File: src/rtl/pipeline_ctrl.sv
// Pipeline control: stall vector generation, multi-cycle EX sequencing and
// exception/return flush redirect for the five-stage core.
`ifndef ADDR_BUS
`define ADDR_BUS 31:0
`endif

module pipeline_ctrl #(
  parameter int MULT_CYCLES = 3,
  parameter int DIV_CYCLES  = 34,
  parameter int CNT_WIDTH   = 6
) (
  input  logic              clk,
  input  logic              rst,
  input  logic              stall_req_id,
  input  logic              ex_mc_start,
  input  logic              ex_mc_op,
  input  logic              stall_req_mem,
  input  logic              flush_req,
  input  logic [`ADDR_BUS]  flush_pc,
  output logic [5:0]        stall,
  output logic              flush,
  output logic [`ADDR_BUS]  new_pc,
  output logic              ex_mc_done,
  output logic              ex_busy
);

  typedef enum logic {S_IDLE, S_BUSY} state_t;

  // Loaded on acceptance; the accept cycle itself and the done cycle are not counted.
  localparam logic [CNT_WIDTH-1:0] MULT_LOAD = CNT_WIDTH'(MULT_CYCLES - 2);
  localparam logic [CNT_WIDTH-1:0] DIV_LOAD  = CNT_WIDTH'(DIV_CYCLES - 2);

  state_t               r_state;
  logic [CNT_WIDTH-1:0] r_cnt;

  state_t               w_state_nxt;
  logic [CNT_WIDTH-1:0] w_cnt_nxt;
  logic                 w_ex_req;
  logic                 w_done;

  always_ff @(posedge clk) begin
    if (rst) begin
      r_state <= S_IDLE;
      r_cnt   <= '0;
    end else begin
      r_state <= w_state_nxt;
      r_cnt   <= w_cnt_nxt;
    end
  end

  always_comb begin
    w_state_nxt = r_state;
    w_cnt_nxt   = r_cnt;
    w_ex_req    = 1'b0;
    w_done      = 1'b0;
    if (flush_req) begin
      // Flush aborts any op in flight and suppresses a same-cycle start.
      w_state_nxt = S_IDLE;
      w_cnt_nxt   = '0;
    end else begin
      case (r_state)
        S_IDLE: begin
          if (ex_mc_start) begin
            w_state_nxt = S_BUSY;
            w_cnt_nxt   = ex_mc_op ? DIV_LOAD : MULT_LOAD;
            w_ex_req    = 1'b1;
          end
        end
        S_BUSY: begin
          if (r_cnt != '0) begin
            w_ex_req  = 1'b1;
            w_cnt_nxt = r_cnt - CNT_WIDTH'(1);
          end else begin
            // Result stays valid until MEM can take the instruction.
            w_done = 1'b1;
            if (!stall_req_mem) w_state_nxt = S_IDLE;
          end
        end
        default: w_state_nxt = S_IDLE;
      endcase
    end
  end

  always_comb begin
    stall = 6'b000000;
    if (flush_req)          stall = 6'b000000;
    else if (stall_req_mem) stall = 6'b011111;
    else if (w_ex_req)      stall = 6'b001111;
    else if (stall_req_id)  stall = 6'b000111;
  end

  assign flush      = flush_req;
  assign new_pc     = flush_req ? flush_pc : '0;
  assign ex_mc_done = w_done;
  assign ex_busy    = (r_state == S_BUSY);

endmodule

File: config.mk
export PLATFORM = sky130hd
export DESIGN_NAME = pipeline_ctrl
export DESIGN_NICKNAME = d
export VERILOG_FILES = /design/src/rtl/pipeline_ctrl.sv
export SDC_FILE = /design/constraint.sdc
export NUM_CORES = 1
export LEC_CHECK = 0
export CORE_ASPECT_RATIO = 0.75
export CORE_MARGIN = 4
export CORE_UTILIZATION = 27
export DETAILED_ROUTE_END_ITERATION = 8
export GPL_TIMING_DRIVEN = 1
export PLACE_DENSITY = 0.85
export SETUP_SLACK_MARGIN = 0.4
export SLEW_MARGIN = 20
export SYNTH_ARGS = -nofsm -noshare
export SYNTH_HDL_FRONTEND = slang
export SYNTH_SLANG_ARGS = --single-unit
File: constraint.sdc
create_clock -name clk -period 2.01 [get_ports clk]
set_input_delay 0.5025 -clock clk [delete_from_list [all_inputs] [get_ports clk]]
set_output_delay 0.5025 -clock clk [all_outputs]
set_load 0.01 [all_outputs]
==> reports/qor.txt <==
Run status: finished, violations left
Failing checks: setup timing
Initial antenna violation count: 0
CP startpoint kind: flop
Combinational power share: 48.4%
Diode count: 0
Core box area: 2400 µm²
Leak Pwr: 0.784 nW
DRC Markers: 0
Crit-path cells: or4b_4 -> o22ai_4 -> a21oi_2 -> buf_2
Synth cell types: 31
Max Cap Violations: 0
Post-Synthesis Cells: 99
Final Hold Viols: 0
Worst setup EP type: primary output
Clk buf depth: 2
Top FF cell, synth: dfxtp_1
Slew Limit Fails: 0
Crit path max-delay family: simple AND/OR/NAND/NOR gates
Avg Vias per Cell: 4.84
Crit path buf inv count: 1
Clk sinks: 7
Share of cells above drive strength 1: 40.3%
Min-delay worst type: flop to flop
Setup_tns: -0.0501 ns
Crit-path slowest cell: or4b_4
Post-route ant nets: 0
Area delta synth->final: 123%
Cell Rows: 15
Power Internal: 0.000365 W
Initial core utilization: 29.8%
Sequential share of power: 26.8%
P per Cell Area: 340 nW/µm²
# fillers: 225
Fraction of registers with async set/reset: 0%
Pin count of the biggest net entering global routing: 21
Starting DRT DRC Count: 42
Congestion Overflow GR: 0
Ys Warns: 0
CP max FO: 3
Final setup margin: -0.0136 ns
Switch Pwr: 0.000176 W
VDD IR max: 354 µV
Post-synthesis sequential area ratio: 19.6%
Post-Syn Nets: 140
Number of global-route vias before repair: 1052
CTS tree: done
Final Skew: 0.000771 ns
Routed WL: 3630 µm
Placed inst area: 1630 µm²
Clk network pwr share: 24.8%
Kind of critical path: flop to primary output
Detailed Routing Iterations Pass 1: 4
NumNets Final: 233
Worst-path clk slew: 0.06 ns
Crit path required time: 1.51 ns
RD Place Congestion: 0.867
Min Tclk post-route: 2.02 ns
Global-route wire length before repair: 5380 µm
Max incr delay on CP: 0.57 ns
DR vias: 1089
Die area: 3550 µm²
CP arrival: 1.52 ns
RSZ-0062 raised after global routing: yes
CTS Buf Count: 3
Horiz. Die Dim: 67.5 µm
IO Pins: 80
Max H-tree Level: 1
CTS Root Cell: clkbuf_4
Switching Share: 32.6%
Final instance area: 1590 µm²
#FFs+latches synth: 7
Final period util: 101%
Tot GR Track Use: 20.0%
DPL Wire Length: 2780 µm
Avg WL per Cell: 16.1 µm
Worst-Skew Late Latency: 0.26 ns
IO Port Bufs: 78
Peak Freq: 494 MHz
Cell area after synthesis: 716 µm²
EDFF count, synth: 0
Avg Cell Area, Syn: 7.23 µm²
Overall die height: 52.6 µm
Final Setup Violations: 4
==> cell usage after synthesis, types with 2 or more instances <==
master	n	area [µm²]
dfxtp_1	7	140
nand3b_1	2	15.0
clkbuf_1	4	15.0
ha_1	2	25.0
nor3_1	2	10.0
o21ai_0	3	15.0
o211ai_1	3	22.5
nor3b_1	2	15.0
nor4_1	2	12.5
and2_1	32	200
o22ai_1	4	25.0
buf_4	5	37.5
nor2_1	4	15.0
inv_1	7	26.3
a21oi_1	3	15.0
a311oi_1	2	17.5
==> area by class of cell <==
class / instances / area (µm²) / area share (%)
Multi-Input combinational cell: 75 / 576 / 36.1
Tap cell: 34 / 42.5 / 2.67
Sequential cell: 7 / 141 / 8.88
Inverter: 7 / 26.3 / 1.65
Clock buffer: 4 / 26.3 / 1.65
Timing Repair Buffer: 98 / 781 / 49.0
==> worst reg2reg max path, cell delays in order (launching register included) <==
cell and delay [ns]:
dfxtp_1 0.31, or4b_4 0.57, buf_4 0.16, buf_6 0.11, or4_1 0.46, a311oi_1 0.21
==> power by group through the flow <==
| stage | logic [W] | clock network (W) | registers [W] |
|---|---|---|---|
| 2_1_floorplan | 0.0000988 | 0 | 0.000148 |
| 3_5_place_dp | 0.000285 | 0 | 0.000148 |
| 4_1_cts | 0.000247 | 0.000137 | 0.000145 |
| 6_report | 0.000262 | 0.000134 | 0.000145 |
| 5_1_grt | 0.000284 | 0.000147 | 0.000146 |
| 3_3_place_gp | 0.000277 | 0 | 0.000147 |
==> final timing paths <==
kind / slack (ns) / startpoint / depth (start not counted) / endpoint
setup / recovery: -0.01 / r_cnt[3] / 4 / stall[2]
hold / removal: 0.58 / r_cnt[5] / 2 / r_cnt[5]
setup reg to reg: 0.11 / r_cnt[3] / 5 / r_cnt[5]
hold reg to reg: 0.58 / r_cnt[5] / 2 / r_cnt[5]
==> per-layer routing <==
metal  wire (µm)  global-route usage (%)  vias up
li1            -                       -      524
met1        1250                    20.3      514
met2        2020                    37.8       42
met3         275                    8.37        9
met4          81                    4.71        0
met5           0                       0        -
==> cells in the final DEF (no fill, tap or decap), drive strengths merged, types with 3 or more instances in the layout <==
| cell type | n |
|---|---|
| inv | 7 |
| nor2 | 4 |
| o21ai | 3 |
| and2 | 32 |
| clkbuf | 7 |
| dfxtp | 7 |
| clkdlybuf4s50 | 3 |
| o22ai | 4 |
| buf | 57 |
| dlygate4sd2 | 35 |
| a21oi | 3 |
| o211ai | 3 |
==> registers in the layout (all words and copies together), names as in the netlist <==
| name | count |
|---|---|
| r_cnt | 6 |
| ex_busy | 1 |
==> cells by family (layout without fill, tap and decap cells) <==
group | count (synthesis) | count (layout) | share of synthesized area (%)
compound gates | 19 | 19 | 18.2
xor+xnor | 1 | 1 | 1.22
fa+ha+maj | 2 | 2 | 3.50
buf+inv | 17 | 109 | 11.7
flops | 7 | 7 | 19.6
other cells | 1 | 1 | 0.524
simple gates | 52 | 52 | 45.3
==> per-stage QoR <==
stage,hold slack (ns),std cells,setup slack [ns],power [W],utilization [%]
finish,0.576,225,-0.0136,0.000541,66.3
global route,0.601,225,-0.0795,0.000576,66.3
CTS,0.565,223,-0.0187,0.000529,63.7
detailed placement,0.556,217,-0.406,0.000432,67.7
global placement,0.517,217,-0.369,0.000425,67.7
floorplan,0.485,99,0.109,0.000247,-
==> timing repair <==
action | 4_1_cts | 5_1_grt
hold buffers | 0 | 0
setup buffers | 1 | 0
gates cloned | 1 | 2
pin swaps | 34 | 3
endpoints found under the setup margin | 46 | 29
hold endpoints to repair | 0 | 0
resized for setup | 209 | 7
Power figures use the tool's default switching activity.
